`src/rtl/hist_pkg.sv`:
```
// Shared types for the histogram counting stage.
package hist_pkg;

    typedef enum logic [2:0] {
        IDLE  = 3'd0,
        CLEAR = 3'd1,
        COUNT = 3'd2,
        DRAIN = 3'd3,
        DONE  = 3'd4
    } hist_state_e;

endpackage

```
`src/rtl/hist_count_pipeline_unpack.sv`:
```
// hist_lane_unpack: fetches packed source words and emits one pixel per cycle,
// prefetching the next word during the final lane so the stream has no gaps.
module hist_lane_unpack
    import hist_pkg::*;
#(
    parameter int PIX_W        = 8,
    parameter int PIX_PER_WORD = 16,
    parameter int ADDR_W       = 16
) (
    input  logic                          clk_i,
    input  logic                          rst_n,
    input  logic                          go_i,
    input  logic [ADDR_W-1:0]             base_i,
    input  logic [ADDR_W-1:0]             num_i,
    input  logic [PIX_W*PIX_PER_WORD-1:0] src_rdata_i,
    output logic [ADDR_W-1:0]             src_raddr_o,
    output logic [PIX_W-1:0]              pix_o,
    output logic                          pix_valid_o,
    output logic                          pix_last_o
);

    localparam int SRC_W  = PIX_W * PIX_PER_WORD;
    localparam int LANE_W = (PIX_PER_WORD > 2) ? $clog2(PIX_PER_WORD) : 1;

    // Lane 0 is taken straight from the RAM output, so only the upper lanes are held.
    logic [SRC_W-PIX_W-1:0] word_q;
    logic [LANE_W-1:0]      lane_q, cur_lane;
    logic [ADDR_W-1:0]      raddr_q, left_q;
    logic                   rd_q, dv_q, issue;

    always_comb begin
        cur_lane    = dv_q ? '0 : lane_q;
        pix_valid_o = dv_q || (lane_q != '0);
        pix_o       = '0;
        if (dv_q)
            pix_o = src_rdata_i[PIX_W-1:0];
        else if (lane_q != '0)
            pix_o = word_q[(int'(lane_q) - 1) * PIX_W +: PIX_W];
        issue      = pix_valid_o && (cur_lane == LANE_W'(PIX_PER_WORD - 2)) && (left_q != '0);
        pix_last_o = pix_valid_o && (cur_lane == LANE_W'(PIX_PER_WORD - 1)) && (left_q == '0) && !rd_q;
    end

    assign src_raddr_o = raddr_q;

    always_ff @(posedge clk_i or negedge rst_n) begin
        if (!rst_n) begin
            word_q  <= '0;
            lane_q  <= '0;
            raddr_q <= '0;
            left_q  <= '0;
            rd_q    <= 1'b0;
            dv_q    <= 1'b0;
        end else begin
            rd_q <= go_i || issue;
            dv_q <= rd_q;
            if (go_i) begin
                raddr_q <= base_i;
                left_q  <= num_i - ADDR_W'(1);
            end else if (issue) begin
                raddr_q <= raddr_q + ADDR_W'(1);
                left_q  <= left_q - ADDR_W'(1);
            end
            if (dv_q) begin
                word_q <= src_rdata_i[SRC_W-1:PIX_W];
                lane_q <= LANE_W'(1);
            end else if (lane_q != '0) begin
                lane_q <= (lane_q == LANE_W'(PIX_PER_WORD - 1)) ? '0 : lane_q + LANE_W'(1);
            end
        end
    end

endmodule

```
`src/rtl/hist_count_pipeline.sv`:
```
// hist_count_pipeline: zeroes the bin table, then read-modify-writes one counter per pixel.
// Define HIST_SAT_EN for saturating counters and the sticky sat_flag_o port; otherwise counters wrap.
//   state | meaning
//   IDLE  | waiting for start_i
//   CLEAR | writing zero to one bin per cycle
//   COUNT | pixels entering S0
//   DRAIN | last pixel issued, S1/S2 emptying
//   DONE  | one-cycle completion pulse
module hist_count_pipeline
    import hist_pkg::*;
#(
    parameter int PIX_W        = 8,
    parameter int PIX_PER_WORD = 16,
    parameter int ADDR_W       = 16,
    parameter int CNT_W        = 20,
    parameter int BIN_BASE     = 0
) (
    input  logic                          clock_i,
    input  logic                          rst_n,
    input  logic                          start_i,
    input  logic [ADDR_W-1:0]             src_base_i,
    input  logic [ADDR_W-1:0]             num_words_i,
    output logic [ADDR_W-1:0]             src_raddr_o,
    input  logic [PIX_W*PIX_PER_WORD-1:0] src_rdata_i,
    output logic [ADDR_W-1:0]             bin_raddr_o,
    input  logic [CNT_W-1:0]              bin_rdata_i,
    output logic [ADDR_W-1:0]             bin_waddr_o,
    output logic [CNT_W-1:0]              bin_wdata_o,
    output logic                          bin_we_o,
    output logic                          busy_o,
    output logic                          done_o
`ifdef HIST_SAT_EN
    ,
    output logic                          sat_flag_o
`endif
);

    typedef struct packed {
        logic             valid;
        logic [PIX_W-1:0] bin;
        logic [CNT_W-1:0] count;
    } pipe_stage_t;

    hist_state_e       state_q, state_d;
    logic [PIX_W-1:0]  clr_q, clr_d;
    logic [ADDR_W-1:0] base_q, num_q;
    logic              s1_valid_q;
    logic [PIX_W-1:0]  s1_bin_q;
    pipe_stage_t       s2_q, s2_d, lw_q, wr;
    logic [PIX_W-1:0]  pix;
    logic              pix_valid, pix_last, pix_ok, go, start_ok;
    logic [CNT_W-1:0]  fwd_cnt, inc_cnt;

    assign start_ok = (state_q == IDLE) && start_i;
    assign pix_ok   = pix_valid && (state_q == COUNT);
    assign go       = (state_q == CLEAR) && (&clr_q) && (num_q != '0);

    hist_lane_unpack #(
        .PIX_W        (PIX_W),
        .PIX_PER_WORD (PIX_PER_WORD),
        .ADDR_W       (ADDR_W)
    ) u_unpack (
        .clk_i       (clock_i),
        .rst_n       (rst_n),
        .go_i        (go),
        .base_i      (base_q),
        .num_i       (num_q),
        .src_rdata_i (src_rdata_i),
        .src_raddr_o (src_raddr_o),
        .pix_o       (pix),
        .pix_valid_o (pix_valid),
        .pix_last_o  (pix_last)
    );

    always_comb begin
        state_d = state_q;
        clr_d   = clr_q;
        case (state_q)
            IDLE:  begin
                clr_d = '0;
                if (start_i) state_d = CLEAR;
            end
            CLEAR: begin
                clr_d = clr_q + PIX_W'(1);
                if (&clr_q) state_d = (num_q == '0) ? DONE : COUNT;
            end
            COUNT: if (pix_ok && pix_last) state_d = DRAIN;
            DRAIN: if (!s1_valid_q) state_d = DONE;
            DONE:  state_d = IDLE;
            default: state_d = IDLE;
        endcase
    end

    // The scratchpad cannot yet show writes from S2 now or from the previous cycle.
    always_comb begin
        if (s2_q.valid && (s2_q.bin == s1_bin_q))
            fwd_cnt = s2_q.count;
        else if (lw_q.valid && (lw_q.bin == s1_bin_q))
            fwd_cnt = lw_q.count;
        else
            fwd_cnt = bin_rdata_i;
`ifdef HIST_SAT_EN
        inc_cnt = (fwd_cnt == '1) ? fwd_cnt : fwd_cnt + CNT_W'(1);
`else
        inc_cnt = fwd_cnt + CNT_W'(1);
`endif
        s2_d.valid = s1_valid_q;
        s2_d.bin   = s1_bin_q;
        s2_d.count = inc_cnt;
    end

    always_comb begin
        wr.valid = (state_q == CLEAR) || s2_q.valid;
        wr.bin   = (state_q == CLEAR) ? clr_q : s2_q.bin;
        wr.count = (state_q == CLEAR) ? '0 : s2_q.count;
    end

    assign bin_we_o    = wr.valid;
    assign bin_waddr_o = wr.valid ? ADDR_W'(BIN_BASE) + ADDR_W'(wr.bin) : '0;
    assign bin_wdata_o = wr.valid ? wr.count : '0;
    assign bin_raddr_o = pix_ok ? ADDR_W'(BIN_BASE) + ADDR_W'(pix) : '0;
    assign busy_o      = (state_q == CLEAR) || (state_q == COUNT) || (state_q == DRAIN);
    assign done_o      = (state_q == DONE);

    always_ff @(posedge clock_i or negedge rst_n) begin
        if (!rst_n) begin
            state_q    <= IDLE;
            clr_q      <= '0;
            base_q     <= '0;
            num_q      <= '0;
            s1_valid_q <= 1'b0;
            s1_bin_q   <= '0;
            s2_q       <= '0;
            lw_q       <= '0;
        end else begin
            state_q <= state_d;
            clr_q   <= clr_d;
            if (start_ok) begin
                base_q <= src_base_i;
                num_q  <= num_words_i;
            end
            s1_valid_q <= pix_ok;
            s1_bin_q   <= pix;
            s2_q       <= s2_d;
            lw_q       <= wr;
        end
    end

`ifdef HIST_SAT_EN
    logic sat_q;

    always_ff @(posedge clock_i or negedge rst_n) begin
        if (!rst_n)
            sat_q <= 1'b0;
        else if (start_ok)
            sat_q <= 1'b0;
        else if (s1_valid_q && (fwd_cnt == '1))
            sat_q <= 1'b1;
    end

    assign sat_flag_o = sat_q;
`endif

endmodule

```
`config.mk`:
```
export PLATFORM = sky130hd
export DESIGN_NAME = hist_count_pipeline
export DESIGN_NICKNAME = d
export VERILOG_FILES = /design/src/rtl/hist_pkg.sv /design/src/rtl/hist_count_pipeline_unpack.sv /design/src/rtl/hist_count_pipeline.sv
export SDC_FILE = /design/constraint.sdc
export NUM_CORES = 1
export LEC_CHECK = 0
export BUFFER_PORTS_ARGS = -buffer_cell sky130_fd_sc_hd__buf_2
export CAP_MARGIN = 10
export CORE_MARGIN = 3
export CORE_UTILIZATION = 56
export CTS_CLUSTER_DIAMETER = 120
export DETAILED_ROUTE_END_ITERATION = 8
export GPL_TIMING_DRIVEN = 0
export HOLD_SLACK_MARGIN = 0.15
export PLACE_DENSITY = 0.78
export SYNTH_ARGS = -nofsm -noshare
export SYNTH_HDL_FRONTEND = slang
export SYNTH_SLANG_ARGS = --single-unit
export TNS_END_PERCENT = 20
```
`constraint.sdc`:
```
create_clock -name clock_i -period 4 [get_ports clock_i]
set_clock_uncertainty 0.05 [all_clocks]
set_input_delay 0.4 -clock clock_i [delete_from_list [all_inputs] [get_ports clock_i]]
set_output_delay 0.4 -clock clock_i [all_outputs]
set_load 0.03 [all_outputs]
```
# Word-level counts from Yosys, hierarchy flattened
# Index checks and enable logic that the tools add are counted.
word_totals:
  register_bits: 268
  input_bits: 183
  output_inout_bits: 71
  word_cells: 92
op_classes:
  addsub: 7
  n_eq_ne: 13
  n_shift: 1
  mux: 24
  reduce_logical: 29
op_table:
  columns: ["op", "n"]
  rows:
  - ["indexed part select 120 x 32 -> 8 bit", 1]
  - ["2-to-1 mux 20 bit", 4]
  - ["2-to-1 mux 16 bit", 4]
  - ["2-to-1 mux 8 bit", 5]
  - ["logical NOT 16 bit", 2]
  - ["nonzero test 16 bit", 2]
  - ["subtractor 16 x 1 -> 16 bit, second input constant", 2]
  - ["adder 20 x 1 -> 20 bit, second input constant", 1]
  - ["adder 16 x 1 -> 16 bit, second input constant", 1]
  - ["equality test 8 bit", 2]
  - ["2-to-1 mux 4 bit", 4]
  - ["one-hot mux 8 bit (2 select lines)", 1]
  - ["2-to-1 mux 3 bit", 5]
  - ["equality test 4 bit, second input constant", 3]
  - ["logical AND 1 bit", 12]
  - ["one-hot mux 3 bit (4 select lines)", 1]
  - ["adder 8 x 1 -> 8 bit, second input constant", 1]
  - ["AND reduction 8 bit", 1]
  - ["equality test 3 x 2 -> 1 bit, second input constant", 2]
  - ["inequality test 2 bit, second input constant", 3]
  - ["nonzero test 2 bit", 3]
  - ["logical OR 1 bit", 5]
  - ["subtractor 4 x 1 -> 5 bit, second input constant", 1]
  - ["adder 4 x 1 -> 4 bit, second input constant", 1]
  - ["other kinds (7)", 7]

# Longest topological paths before layout
depth:
  ltp_word: 8
  depth_mapped: 13

# By module
# From an unflattened synthesis, not the netlist that was laid out.
hier_totals:
  hier_cells: 1115
  area_unflattened_um2: 13261.5
modules_own_cells:
  columns: ["module", "instances", "cells_per_inst", "area_each_um2", "seq_area_each_um2"]
  rows:
  - ["hist_lane_unpack", 1, 629, 8008.9, 3953.8]
  - ["hist_count_pipeline", 1, 486, 5252.5, 2752.6]

# Worst setup path after synthesis
# No wires, ideal clock.
synth_path:
  path_kind: "flip-flop to output port"
  startpoint: "register u_unpack.lane_q[0]"
  endpoint: "output port bin_raddr_o[7]"
  arrival_time_ns: 3.159
  required_ns: 3.550
  slack_ns: 0.391
  path_stages_with_launch: 10
  cell_sequence: "dfrtp_1 > buf_1 > inv_1 > ha_1 > clkbuf_1 > clkbuf_1 > mux4_2 > mux4_2 > a22o_1 > and2_1"
synth_between:
  elab_chain_len: 5
  elab_cells_between_ends: 8
  cone_classes: "add/sub (1); shift (1); mux (3); reduce/logical (3)"
synth_rtl:
  columns: ["item", "line_no", "source"]
  rows:
  - ["start: declaration", "hist_count_pipeline_unpack.sv:27", "logic [LANE_W-1:0] lane_q, cur_lane;"]
  - ["start signal: assignment", "hist_count_pipeline_unpack.sv:67", "lane_q <= (lane_q == LANE_W'(PIX_PER_WORD - 1)) ? '0 : lane_q + LANE_W'(1);"]
  - ["subtractor 4 x 1 -> 5 bit", "hist_count_pipeline_unpack.sv:38", "pix_o = word_q[(int'(lane_q) - 1) * PIX_W +: PIX_W];"]
  - ["indexed part select 120 x 32 -> 8 bit", "hist_count_pipeline_unpack.sv:38", null]
  - ["2-to-1 mux 8 bit *", "hist_count_pipeline_unpack.sv:37", "else if (lane_q != '0)"]
  - ["2-to-1 mux 8 bit *", "hist_count_pipeline_unpack.sv:35", "if (dv_q)"]
  - ["named net pix[7]", "hist_count_pipeline.sv:50", "logic [PIX_W-1:0] pix;"]
  - ["2-to-1 mux 8 bit *", "hist_count_pipeline.sv:121", "assign bin_raddr_o = pix_ok ? ADDR_W'(BIN_BASE) + ADDR_W'(pix) : '0;"]
  - ["end: declaration", "hist_count_pipeline.sv:25", "output logic [ADDR_W-1:0] bin_raddr_o,"]
# Mark *: on every way through the listed nets, which the timed path passes. The rest lies on a longest branch.

# Final worst setup path
layout_path:
  startpoint: "register u_unpack.lane_q[0]"
  endpoint: "output port bin_raddr_o[6]"
# The elaborated chain is that of the path after synthesis.

==> results.json <==
{
  "powerDensity_mw_per_mm2": 396,
  "clock_path_buffers": 3,
  "port_buffers": 237,
  "fp.coreArea_mm2": 0.0228,
  "tns_ns": 0,
  "post-route-period-util_pct": 98.8,
  "clkTransAtPathRegs_ns": 0.06,
  "initial_core_util_pct": 57.5,
  "synth_top_cell_by_area": "dfrtp_1",
  "vias_per_cell": 5.81,
  "ys_seq_area_share_pct": 51.0,
  "nets": 1711,
  "fin_util_pct": 76.4,
  "overflow": 0,
  "htree_levels": 1,
  "gp_congestion": 0.874,
  "place_ws_ns": -0.656,
  "drv_cap": 0,
  "grt_pass1_vias": 11600,
  "synthCells": 1077,
  "max_slew_margin_pct": 32.0,
  "total_power_uw": 6910,
  "firstDrtPassIters": 5,
  "synth_top_area_share_pct": 51.0,
  "synth-seq-cells": 268,
  "use_met2_pct": 54.2,
  "track_usage_pct": 31.2,
  "ir_worst_vdd_v": 0.000449,
  "initialDrtViolationCount": 894,
  "holdPathEnd": "s2_q[19]",
  "drv_slew": 0,
  "worstSetupStartpointType": "flop",
  "r2r_cells": 12,
  "synth.area.top_cells": "dfrtp_1 51%, mux2_2 14%, mux4_2 5.5%",
  "hold_class": "in -> reg",
  "synth_common_cells": "268 x dfrtp_1, 163 x mux2_2, 86 x nand2_1, 47 x xnor2_1, 43 x clkbuf_1",
  "drc": 0,
  "grt.busiest_layer": "met2",
  "dpl.hpwl_um": 24300,
  "finalHoldViolCount": 0,
  "use_met3_pct": 5.65,
  "r2r_setup_slack_ns": 0.33,
  "cts_made_buffers": 28,
  "worstPathMaxFanout": 10,
  "grt_pass1_wl_um": 63300,
  "avgSynthCellArea_um2": 12.2,
  "syn-cell-area_mm2": 0.0131,
  "die-area_mm2": 0.0253,
  "cts_tree": "built",
  "drt-total-wl_um": 40100,
  "pin_count": 254,
  "worstPathRequired_ns": 3.55,
  "root_buffer": "clkbuf_16",
  "status": "finished clean",
  "drtAntennaViolNets": 0,
  "r2r_start": "s1_bin_q[4]",
  "drive_gt1_share_pct": 34.9,
  "timing.rr.end": "s2_q[10]",
  "yosysWarnings": 0,
  "grt_max_degree": 119,
  "fin_ws_ns": 0.0465,
  "leakage_uw": 0.00833,
  "std_cell_rows": 55,
  "fmax_mhz": 253,
  "insertion_delay_ns": 0.55,
  "synthFlopType": "dfrtp_1",
  "worst_pin_slew_ns": 1.01,
  "synth_edf_count": 0,
  "die_h_um": 159,
  "ys_async_sr_fraction_pct": 100,
  "synth_most_common_cell": "dfrtp_1",
  "vias": 10800,
  "criticalPathCategory": "reg -> out",
  "final.min_clock_period_ns": 3.95,
  "whs_path_depth": 4,
  "avgRoutedWirePerCell_um": 21.6,
  "use_met1_pct": 37.4,
  "clkSinkCount": 268,
  "die_w_um": 159,
  "antenna_found_initial": 6,
  "end_kind": "primary output",
  "fin_cells": 1859,
  "crit_arrival_ns": 3.50,
  "synth.distinct_cells": 66,
  "area_growth_pct": 32.9,
  "dp.cells": 1645,
  "worstHoldStart": "bin_rdata_i[19]",
  "setup_viol": 0
}
-- what timing repair did --
item / in CTS / in global routing
hold buffers: 161 / 0
setup endpoints to repair: 15 / 17
gates resized for setup: 14 / 9
hold endpoints to repair: 225 / 0
buffers inserted: 0 / 0
-- worst max-delay path, stage by stage (launching register included) --
cell     delay [ns]
dfrtp_2        0.43
buf_1          0.47
nor3_1         0.15
xnor2_1        0.82
mux4_2         0.45
a22o_1         0.26
and2_1         0.19
buf_2          0.19
-- worst max path at each step --
stage	start	end	slack [ns]	cells past startpoint
after floorplan	u_unpack.lane_q[0]	bin_raddr_o[7]	0.39	9
after global placement	rst_n	num_q[8]	-2.40	1
after detailed placement	u_unpack.lane_q[0]	bin_raddr_o[2]	-0.66	10
after CTS	u_unpack.lane_q[0]	bin_raddr_o[6]	0.002	9
after global routing	u_unpack.lane_q[0]	bin_raddr_o[6]	-0.05	7
final	u_unpack.lane_q[0]	bin_raddr_o[6]	0.05	7
-- layout make-up --
type / count / area [µm²]
Fill cell: 1412 / 5390
Timing Repair Buffer: 401 / 2870
Tap cell: 313 / 392
Multi-Input combinational cell: 736 / 6100
Sequential cell: 268 / 6710
Clock inverter: 6 / 57.6
Buffer: 71 / 388
Inverter: 15 / 56.3
Antenna cell: 6 / 15.0
Clock buffer: 43 / 868
-- layout by cell type (no fill, tap or decap), types with 7 or more instances in the layout --
cell type / netlist / layout
buf_2: 1 / 238
nor4_1: 14 / 14
nand4_1: 20 / 20
xnor2_1: 47 / 46
o21ai_0: 39 / 39
mux4_2: 32 / 32
inv_1: 15 / 15
buf_1: 9 / 7
buf_4: 17 / 17
xor2_1: 24 / 24
a21oi_1: 19 / 19
dfrtp_1: 268 / 267
o21ai_1: 8 / 8
mux2_2: 163 / 163
conb_1: 1 / 16
nand2_1: 86 / 86
and2_1: 32 / 32
nor2b_1: 13 / 13
nand3_1: 15 / 15
clkbuf_16: 0 / 29
o31ai_1: 8 / 8
nor3_1: 22 / 21
and3_1: 26 / 26
clkbuf_1: 43 / 43
mux2i_1: 16 / 16
dlygate4sd3_1: 0 / 161
a22o_1: 17 / 17
clkbuf_8: 0 / 10
nor2_1: 32 / 32
-- registers in the layout (all words and copies together) (netlist names), 4 cells and up --
signal                cells
s2_q                     29
u_unpack.left_q          16
u_unpack.word_q         120
clr_q                     8
u_unpack.lane_q           4
lw_q                     29
num_q                    16
s1_bin_q                  8
base_q                   16
u_unpack.src_raddr_o     16
-- report_power, final --
part	internal (µW)	switching, µW	leakage [µW]	total, µW
logic	521	729	0.00426	1250
clock network	1550	1090	0.000458	2640
registers	2880	139	0.00362	3020
total	4950	1960	0.00833	6910
-- kinds of logic (layout without fill, tap and decap cells) --
family                     Yosys count  count (layout)  synth area share [%]
adders and majority gates            7               7                 0.667
other                                1              22                0.0285
and+or+nand+nor                    306             306                  12.9
xor gates and xnor gates            71              71                  4.73
muxes                              211             211                  20.7
DFF                                268             268                  51.0
AOI/OAI and AO/OA                  125             125                  6.75
buffers and inverters               88             536                  3.21
-- through the flow --
step	cell area (µm²)	hold WS [ns]
floorplan	13200	0.0544
global placement	14800	0.312
detailed placement	14800	0.312
CTS	17400	0.238
global route	17500	0.279
finish	17500	0.264
-- per-layer routing --
metal  wire, µm  vias to the layer above
li1           -                     4753
met1      14800                     5327
met2      20500                      574
met3       2750                      147
met4       2100                        0
met5          0                        -
Power figures use the tool's default switching activity.
